## src/rtl/seg7_pkg.sv

```systemverilog
// Shared types and constants for the 7-segment scan driver.
// Glyphs are stored active-high as {g,f,e,d,c,b,a}; output polarity is applied at decode.
package seg7_pkg;

    typedef enum logic [1:0] {
        S_IDLE   = 2'd0,
        S_REQ    = 2'd1,
        S_CAPT   = 2'd2,
        S_COMMIT = 2'd3
    } state_t;

    localparam logic [6:0] SEG_OFF = 7'h00;

    localparam logic [6:0] GLYPH [16] = '{
        7'h3F, 7'h06, 7'h5B, 7'h4F,
        7'h66, 7'h6D, 7'h7D, 7'h07,
        7'h7F, 7'h6F, 7'h77, 7'h7C,
        7'h39, 7'h5E, 7'h79, 7'h71
    };

    function automatic logic [6:0] seg7_glyph(input logic [3:0] digit, input logic blank);
        return blank ? SEG_OFF : GLYPH[digit];
    endfunction

endpackage

```

## src/rtl/seg7_scan_drv_if.sv

```systemverilog
// Converter-to-display link: request pulse out, strobed serial BCD digits in.
// master = converter side, slave = display driver side.
interface seg7_scan_drv_if #(
    parameter int DEC_DIGITS = 4
);
    logic                  req_o;
    logic [3:0]            digit_i;
    logic [DEC_DIGITS-1:0] digit_vld_i;

    modport master (input req_o, output digit_i, output digit_vld_i);
    modport slave  (output req_o, input digit_i, input digit_vld_i);
endinterface

```

## src/rtl/seg7_dec.sv

```systemverilog
// Combinational 4-bit to 7-segment glyph lookup with blanking and output polarity.
module seg7_dec
    import seg7_pkg::*;
(
    input  logic [3:0] i_digit,
    input  logic       i_blank,
    input  logic       i_active_low,
    output logic [6:0] o_seg
);

    logic [6:0] w_glyph;

    always_comb begin
        w_glyph = seg7_glyph(i_digit, i_blank);
        o_seg   = w_glyph ^ {7{i_active_low}};
    end

endmodule

```

## src/rtl/seg7_scan_drv.sv

```systemverilog
// Requests BCD conversions periodically, captures the digit stream into a shadow
// buffer, commits whole frames and multiplexes the display buffer onto the digits.
module seg7_scan_drv
    import seg7_pkg::*;
#(
    parameter int DEC_DIGITS     = 4,
    parameter int SCAN_DIV       = 50000,
    parameter int UPDATE_DIV     = 5000000,
    parameter int TIMEOUT        = 256,
    parameter int SEG_ACTIVE_LOW = 1
) (
    input  logic                  clk,
    input  logic                  rst_n,
    seg7_scan_drv_if.slave        cnv,
    input  logic                  blank_lz_i,
    input  logic [DEC_DIGITS-1:0] dp_i,
    output logic [6:0]            seg_o,
    output logic                  dp_o,
    output logic [DEC_DIGITS-1:0] an_o
);

    localparam int unsigned IDX_W = $clog2(DEC_DIGITS);
    localparam int unsigned SCN_W = $clog2(SCAN_DIV);
    localparam int unsigned UPD_W = $clog2(UPDATE_DIV);
    localparam int unsigned TO_W  = $clog2(TIMEOUT);

    localparam logic [IDX_W-1:0] IDX_LAST = IDX_W'(DEC_DIGITS - 1);
    localparam logic [SCN_W-1:0] SCN_MAX  = SCN_W'(SCAN_DIV - 1);
    localparam logic [UPD_W-1:0] UPD_MAX  = UPD_W'(UPDATE_DIV - 1);
    localparam logic [TO_W-1:0]  TO_MAX   = TO_W'(TIMEOUT - 1);
    localparam logic             POL      = (SEG_ACTIVE_LOW != 0);

    state_t                      r_state;
    state_t                      w_state_nxt;
    logic [UPD_W-1:0]            r_upd;
    logic [TO_W-1:0]             r_to;
    logic [IDX_W-1:0]            r_exp;
    logic                        r_req;
    logic [DEC_DIGITS-1:0][3:0]  r_shadow;
    logic [DEC_DIGITS-1:0][3:0]  r_disp;
    logic                        w_tick;
    logic                        w_cap;
    logic [DEC_DIGITS-1:0]       w_exp_oh;

    logic [SCN_W-1:0]            r_scn;
    logic [IDX_W-1:0]            r_idx;
    logic [6:0]                  r_seg;
    logic                        r_dp;
    logic [DEC_DIGITS-1:0]       r_an;
    logic                        w_wrap;
    logic [IDX_W-1:0]            w_idx_nxt;
    logic [DEC_DIGITS-1:0][3:0]  w_src;
    logic [DEC_DIGITS-1:0]       w_lz;
    logic                        w_allz;
    logic                        w_blank;
    logic [3:0]                  w_digit;
    logic [6:0]                  w_seg;

    assign w_tick   = (r_upd == UPD_MAX);
    assign w_exp_oh = DEC_DIGITS'(1) << r_exp;

    always_comb begin
        w_state_nxt = r_state;
        w_cap       = 1'b0;
        case (r_state)
            S_IDLE:   if (w_tick) w_state_nxt = S_REQ;
            S_REQ:    w_state_nxt = S_CAPT;
            S_CAPT: begin
                if (r_to == TO_MAX) w_state_nxt = S_IDLE;
                // A multi-hot strobe matches neither branch and is ignored.
                if (cnv.digit_vld_i == w_exp_oh) begin
                    w_cap = 1'b1;
                    if (r_exp == IDX_LAST) w_state_nxt = S_COMMIT;
                end else if ($onehot(cnv.digit_vld_i)) begin
                    w_state_nxt = S_IDLE;
                end
            end
            S_COMMIT: w_state_nxt = S_IDLE;
            default:  w_state_nxt = S_IDLE;
        endcase
    end

    always_ff @(posedge clk or negedge rst_n) begin
        if (!rst_n) begin
            r_state  <= S_IDLE;
            r_upd    <= '0;
            r_req    <= 1'b0;
            r_exp    <= '0;
            r_to     <= '0;
            r_shadow <= '0;
            r_disp   <= '0;
        end else begin
            r_state <= w_state_nxt;
            r_upd   <= w_tick ? '0 : r_upd + UPD_W'(1);
            r_req   <= (w_state_nxt == S_REQ);
            if (r_state == S_REQ) begin
                r_exp <= '0;
                r_to  <= '0;
            end else if (r_state == S_CAPT) begin
                r_to <= r_to + TO_W'(1);
                if (w_cap) begin
                    r_shadow[r_exp] <= cnv.digit_i;
                    r_exp           <= r_exp + IDX_W'(1);
                end
            end
            if (r_state == S_COMMIT) r_disp <= r_shadow;
        end
    end

    assign cnv.req_o = r_req;

    // Bypass the shadow during commit so a slot starting on that edge shows the new frame.
    assign w_src     = (r_state == S_COMMIT) ? r_shadow : r_disp;
    assign w_wrap    = (r_scn == SCN_MAX);
    assign w_idx_nxt = (r_idx == IDX_LAST) ? '0 : r_idx + IDX_W'(1);

    always_comb begin
        w_lz   = '0;
        w_allz = 1'b1;
        for (int unsigned k = DEC_DIGITS; k > 0; k--) begin
            w_allz    = w_allz & (w_src[k-1] == 4'd0);
            w_lz[k-1] = w_allz;
        end
    end

    assign w_blank = blank_lz_i & (w_idx_nxt != '0) & w_lz[w_idx_nxt];
    assign w_digit = w_src[w_idx_nxt];

    seg7_dec u_dec (
        .i_digit      (w_digit),
        .i_blank      (w_blank),
        .i_active_low (POL),
        .o_seg        (w_seg)
    );

    always_ff @(posedge clk or negedge rst_n) begin
        if (!rst_n) begin
            r_scn <= '0;
            r_idx <= '0;
            r_an  <= {DEC_DIGITS{POL}};
            r_seg <= {7{POL}};
            r_dp  <= POL;
        end else begin
            r_scn <= w_wrap ? '0 : r_scn + SCN_W'(1);
            if (w_wrap) begin
                r_idx <= w_idx_nxt;
                r_an  <= (DEC_DIGITS'(1) << w_idx_nxt) ^ {DEC_DIGITS{POL}};
                r_seg <= w_seg;
                r_dp  <= dp_i[w_idx_nxt] ^ POL;
            end
        end
    end

    assign seg_o = r_seg;
    assign dp_o  = r_dp;
    assign an_o  = r_an;

endmodule
```

## src/flat_wrapper.sv

```systemverilog
// flat-port wrapper written by rule: the top's interface ports become plain ports
module seg7_scan_drv_flat import seg7_pkg::*;
#(
    parameter int DEC_DIGITS     = 4,
    parameter int SCAN_DIV       = 50000,
    parameter int UPDATE_DIV     = 5000000,
    parameter int TIMEOUT        = 256,
    parameter int SEG_ACTIVE_LOW = 1
)
  (clk, rst_n, blank_lz_i, dp_i, seg_o, dp_o, an_o, cnv_req_o, cnv_digit_i, cnv_digit_vld_i);
  seg7_scan_drv_if #(.DEC_DIGITS(DEC_DIGITS)) cnv_i ();
  input  logic clk;
  input  logic rst_n;
  input  logic blank_lz_i;
  input  logic [DEC_DIGITS-1:0] dp_i;
  output logic [6:0] seg_o;
  output logic dp_o;
  output logic [DEC_DIGITS-1:0] an_o;
  output wire logic [$bits(cnv_i.req_o)-1:0] cnv_req_o;
  input wire logic [$bits(cnv_i.digit_i)-1:0] cnv_digit_i;
  input wire logic [$bits(cnv_i.digit_vld_i)-1:0] cnv_digit_vld_i;
  assign cnv_req_o = cnv_i.req_o;
  assign cnv_i.digit_i = cnv_digit_i;
  assign cnv_i.digit_vld_i = cnv_digit_vld_i;
  seg7_scan_drv #(.DEC_DIGITS(DEC_DIGITS), .SCAN_DIV(SCAN_DIV), .UPDATE_DIV(UPDATE_DIV), .TIMEOUT(TIMEOUT), .SEG_ACTIVE_LOW(SEG_ACTIVE_LOW)) u_core (.clk(clk), .rst_n(rst_n), .cnv(cnv_i), .blank_lz_i(blank_lz_i), .dp_i(dp_i), .seg_o(seg_o), .dp_o(dp_o), .an_o(an_o));
endmodule
```

## config.mk

```make
export PLATFORM = sky130hd
export DESIGN_NAME = seg7_scan_drv_flat
export DESIGN_NICKNAME = d
export VERILOG_FILES = /design/src/rtl/seg7_pkg.sv /design/src/rtl/seg7_scan_drv_if.sv /design/src/rtl/seg7_dec.sv /design/src/rtl/seg7_scan_drv.sv /design/src/flat_wrapper.sv
export SDC_FILE = /design/constraint.sdc
export NUM_CORES = 1
export LEC_CHECK = 0
export BUFFER_PORTS_ARGS = -buffer_cell sky130_fd_sc_hd__buf_2
export CORE_MARGIN = 2
export CORE_UTILIZATION = 26
export CTS_CLUSTER_SIZE = 16
export DETAILED_ROUTE_END_ITERATION = 12
export GPL_TIMING_DRIVEN = 0
export SYNTH_ARGS = -nofsm -noshare
export SYNTH_HDL_FRONTEND = slang
export SYNTH_SLANG_ARGS = --single-unit
```

## constraint.sdc

```tcl
create_clock -name clk -period 7.1 [get_ports clk]
set_input_delay 1.42 -clock clk [delete_from_list [all_inputs] [get_ports clk]]
set_output_delay 1.42 -clock clk [all_outputs]
set_load 0.05 [all_outputs]
```

# Word level (Yosys, flattened, before mapping)
# Memories as Yosys holds them, arrays and structs flattened.
# Index checks and enable logic that the tools add are counted.
# totals
register_bits,98
mem_bits_ro,112
inputBits,15
output_inout_bits,13
mem_count,1
# memory_table
memory,words,word_bits,read_ports,rd_clocked_by_memory_dff,wr,line,rtl
(no name shown),16,7,1,0,0,seg7_pkg.sv:22,return blank ? SEG_OFF : GLYPH[digit];
# op_classes
n_addsub,8
n_lt_le_gt_ge,4
n_eq_ne,11
shift,2
muxes,29
bitwise_logic,10
reduce_logical,11
# op_table
cell,count
16-bit 2-to-1 mux,2
"23-bit by 1-bit adder with 23-bit output, second input constant",1
"23-bit equality test, second input constant",1
23-bit 2-to-1 mux,1
7-bit 2-to-1 mux,3
2-bit 2-to-1 mux,9
"16-bit by 1-bit adder with 16-bit output, second input constant",1
16-bit bitwise mux,1
"16-bit equality test, second input constant",1
4-bit logical NOT,4
8-bit 2-to-1 mux,2
"8-bit by 1-bit adder with 8-bit output, second input constant",1
4-bit binary-select mux with 2-bit select,1
4-bit demux with 2-bit select,1
"2-bit equality test, second input constant",4
"8-bit equality test, second input constant",1
4-bit 2-to-1 mux,2
2-bit one-hot mux with 4 select lines,1
"1-bit by 2-bit << shifter with 4-bit output, first input constant",2
7-bit NOT,1
"2-bit by 3-bit < comparator with 1-bit output, second input constant",2
2-bit nonzero test,3
1-bit bitwise AND,5
"5-bit >= comparator, second input constant",1
other kinds (16),24

# Logic depth before layout (Yosys ltp)
# depth
ltp_word,11
depth_mapped,13

# By module
# Synthesis repeated with hierarchy kept, for this count alone.
# unflattened
cells_unflattened,457
hier_area_um2,5038.6
# modules_own_cells
module,instances,cells_each,area_per_inst_um2
seg7_scan_drv,1,416,4680.7
seg7_dec,1,41,357.8

# Least setup slack after synthesis
# OpenSTA, ideal clock, no wires.
# synth_timing
kind,input to register
start,in cnv_digit_vld_i[2]
end,reg u_core.r_req (netlist: u_core.cnv.req_o)
setup_time_ps,67
arrival_ps,2972
required_ps,7033
path_slack_ps,4061
path_stages,9
path_buffers,0
path_cell_list,ha_1 -> ha_1 -> fa_1 -> nor2_1 -> nand2_1 -> o21a_1 -> inv_1 -> o21ai_0 -> o221a_2
# synth_between
elab_chain_len,7
elab_cells_between_ends,8
# synth_rtl
item,line,rtl
"start, declared",flat_wrapper.sv:21,input wire logic [$bits(cnv_i.digit_vld_i)-1:0] cnv_digit_vld_i;
1-bit by 1-bit adder with 2-bit output (not written as such),seg7_scan_drv.sv:74,end else if ($onehot(cnv.digit_vld_i)) begin
3-bit adder (not written as such),seg7_scan_drv.sv:74,
3-bit by 1-bit equality test with 1-bit output,seg7_scan_drv.sv:74,
2-bit 2-to-1 mux,seg7_scan_drv.sv:74,
2-bit 2-to-1 mux *,seg7_scan_drv.sv:71,if (cnv.digit_vld_i == w_exp_oh) begin
2-bit one-hot mux with 4 select lines *,seg7_scan_drv.sv:65,case (r_state)
net u_core.w_state_nxt[0],seg7_scan_drv.sv:34,state_t w_state_nxt;
2-bit by 1-bit equality test with 1-bit output *,seg7_scan_drv.sv:95,r_req <= (w_state_nxt == S_REQ);
"end signal, assigned",seg7_scan_drv.sv:95,
"end, declared",seg7_scan_drv.sv:38,logic r_req;
# The timed path passes the listed nets; every way through them passes the cells marked *.
# A chain may end at the register's enable or synchronous reset.

# Worst setup path after layout
# Same ends and word-level chain as after synthesis.

==> out/metrics.yaml <==
synthesis:
  synth_cells: 456
  syn_nets: 496
  ys_ff_latch: 98
  synth_edf_count: 0
  synth_sequential_area_ratio_pct: 49.2
  async_flop_share_pct: 100
  synth_flop_cell: "dfrtp_1"
  synthesis.area_um2: 5020
  syn_area_per_cell_um2: 11.0
  synth_cell_type_count: 49
  yosys_warnings: 0
sta:
  fin_worst_hold_slack_ns: 0.467
  fin_tns_setup_ns: 0
  setup_viol: 0
  rsz0062_at_grt: "false"
  finalCriticalPeriod_ns: 3.06
  clock_skew_ns: 0.0101
  fmax_ghz: 0.327
  finalHoldViolations: 0
  drv_slew: 0
  relSlewSlack_pct: 35.1
  worstMarginPinSlew_ns: 0.964
  finalCritPeriodShare_pct: 43.0
power_and_ir_drop:
  leakage_nw: 2.60
  power_density_nw_per_um2: 181
  vdd_drop_max_mv: 0.104
  power_mw: 1.05
detailed_routing:
  met3_length_um: 196
  routed.top_layer: "met4"
  routed_wl_um: 9820
  via_count: 3443
  first_pass_iters: 4
  m1WireLength_um: 4560
  routedWlPerCell_um: 12.9
  drc: 0
  viasPerCell: 4.53
  ant_nets: 0
  met2_length_um: 4940
  first_iter_violations: 178
worst_setup_path:
  path_depth: 10
  worst-path-buf-inv: 2
  slowest_delay_ns: 0.49
  setup.worst_path.end_class: "flip-flop"
  path_cells: "buf_2 > ha_1 > ha_1 > fa_1 > nor2_1 > nand2_1 > o21a_1 > inv_1 > o21ai_0 > o221a_2"
  worstPathRequired_ns: 7.38
  worstSetupPathType: "input port to flip-flop"
  crit_arrival_ns: 3.33
  crit_path_max_fanout: 2
  startpoint_type: "input port"
  r2r_cells: 12
  crit_slowest_cell: "fa_1"
  cp_top_family: "adder cells"
  cp_common_cell: "ha_1"
clock_network:
  post_cts_buffers: 0
  cts_resized: 0
  hold_buffers: 0
  tritoncts: "built"
  cts-root-buf: "clkbuf_16"
  clock_sinks: 98
  cts.clk_slew.worst_paths_ns: 0.07
  clk-insertion-delay-late_ns: 0.35
  cts_inserted_buffers: 9
  cts_buffer_depth: 2
  h-tree-depth: 3
placed_design:
  place.port_buffers: 27
  hpwl_um: 7230
  place.gp.congestion: 0.841
die:
  initial_core_util_pct: 26.7
  fp.dieW_um: 143
  dieArea_um2: 20400
  rows: 50
  ioPinCount: 28
  die-height_um: 143
  core-area_um2: 18800
final_layout:
  final_util_pct: 30.8
  layout.nets: 535
  fillers: 1892
  drive_gt1_share_pct: 22.0
  multiInputGateArea_um2: 2350
  syn_to_final_growth_pct: 15.4
  antennaDiodeCount: 0
  register_area_um2: 2470
grt:
  grt-ovfl-total: 0
  grt_pass1_wl_um: 16600
  antenna_found_initial: 0
  first_global_vias: 3465
  grt_max_degree: 75
  grt_usage_pct: 9.88
min_path:
  whs_path_depth: 1
  worstHoldPathType: "flip-flop to flip-flop"
job:
  maxCapViolCount: 0
status:
  status: "finished, final reports clean"
==> cells by family after synthesis <==
kind of cell / Yosys count / share of synthesized area, %
multiplexers: 50 / 11.1
flip-flops: 98 / 49.2
buffers and inverters: 36 / 3.91
AND/OR/NAND/NOR: 155 / 16.3
adder cells (fa/ha/maj): 25 / 6.38
AO/OA/AOI/OAI: 51 / 6.01
XOR/XNOR: 41 / 7.16
==> sequential cells by signal, summed over array words and instances (netlist names) <==
signal and cells:
u_core.r_upd 23, u_core.r_disp 16, u_core.r_scn 16, u_core.r_shadow 16
u_core.r_to 8, u_core.seg_o 7, u_core.an_o 4, u_core.r_exp 2
u_core.r_idx 2, u_core.r_state 2, u_core.cnv.req_o 1, u_core.dp_o 1
==> path summary, 6_finish.rpt <==
| check | start | endpoint | slack, ns |
|---|---|---|---|
| setup / recovery | cnv_digit_vld_i[2] | u_core.cnv.req_o$_DFF_PN0_ | 4.04 |
| hold / removal | u_core.r_upd[4]$_DFF_PN0_ | u_core.r_upd[4]$_DFF_PN0_ | 0.47 |
| setup reg to reg | u_core.r_state[0]$_DFF_PN0_ | u_core.seg_o[6]$_DFFE_PN1N_ | 4.29 |
| hold reg to reg | u_core.r_upd[4]$_DFF_PN0_ | u_core.r_upd[4]$_DFF_PN0_ | 0.47 |
| max in group asynchronous | rst_n | u_core.r_upd[0]$_DFF_PN0_ | 5.45 |
| min in group asynchronous | rst_n | u_core.r_scn[14]$_DFF_PN0_ | 0.99 |
==> power breakdown <==
part           total (mW)  internal (mW)  switching (mW)
registers           0.558          0.558               0
clock network       0.468          0.245           0.223
logic              0.0251        0.00792          0.0172
total                1.05          0.811           0.240
==> placed cells by master (no fill, tap or decap), types with 2 or more instances in the layout <==
cell type,n
o22ai_1,6
and4_1,3
inv_1,21
mux2_2,36
or3_1,3
nand2_1,28
nor4_4,2
o21ai_0,16
a21oi_1,19
nor2_1,43
xnor2_1,19
mux2i_1,13
dfrtp_1,86
buf_2,27
clkbuf_1,7
buf_6,4
and2_1,3
dfstp_2,12
nand4_1,11
inv_6,4
nor3b_1,3
nor3_1,10
nand3_1,21
xor2_1,22
clkbuf_16,9
ha_1,24
nor4_1,9
clkbuf_8,3
and3_1,9
==> metal layers <==
| metal | global-route usage (%) | vias to the layer above |
|---|---|---|
| met3 | 1.71 | 9 |
| met1 | 12.5 | 1733 |
| met5 | 0 | - |
| met2 | 17.2 | 33 |
| li1 | - | 1668 |
| met4 | 2.87 | 0 |
==> stage by stage <==
step / std cells / worst slack, ns / instance area, um2
after floorplan: 456 / 4.06 / 5020
after global placement: 743 / 3.67 / 5480
after detailed placement: 744 / 3.72 / 5510
after CTS: 760 / 4.06 / 5790
after global routing: 760 / 3.96 / 5790
final: 760 / 4.04 / 5790
==> area by class of cell <==
cell class,count,share of cell area (%)
timing repair buffer,28,2.85
tap,260,5.62
inverter,21,1.36
buffer,15,2.03
clock buffer,9,3.89
sequential,98,42.6
multi-input combinational,322,40.6
clock inverter,7,1.02
==> cells in the mapped netlist, types with 4 or more instances <==
cell type | instances | share of area [%]
a21oi_1 | 19 | 1.9
and3_1 | 9 | 1.1
buf_6 | 4 | 0.90
clkbuf_1 | 7 | 0.52
dfrtp_1 | 86 | 43
dfstp_2 | 12 | 6.3
ha_1 | 24 | 6.0
inv_1 | 21 | 1.6
mux2_2 | 36 | 8.1
mux2i_1 | 13 | 2.6
nand2_1 | 28 | 2.1
nand3_1 | 21 | 2.1
nand4_1 | 11 | 1.4
nor2_1 | 43 | 3.2
nor3_1 | 10 | 1.0
nor4_1 | 9 | 1.1
o21ai_0 | 16 | 1.6
o22ai_1 | 6 | 0.75
xnor2_1 | 19 | 3.3
xor2_1 | 22 | 3.8
Power figures use the tool's default switching activity.
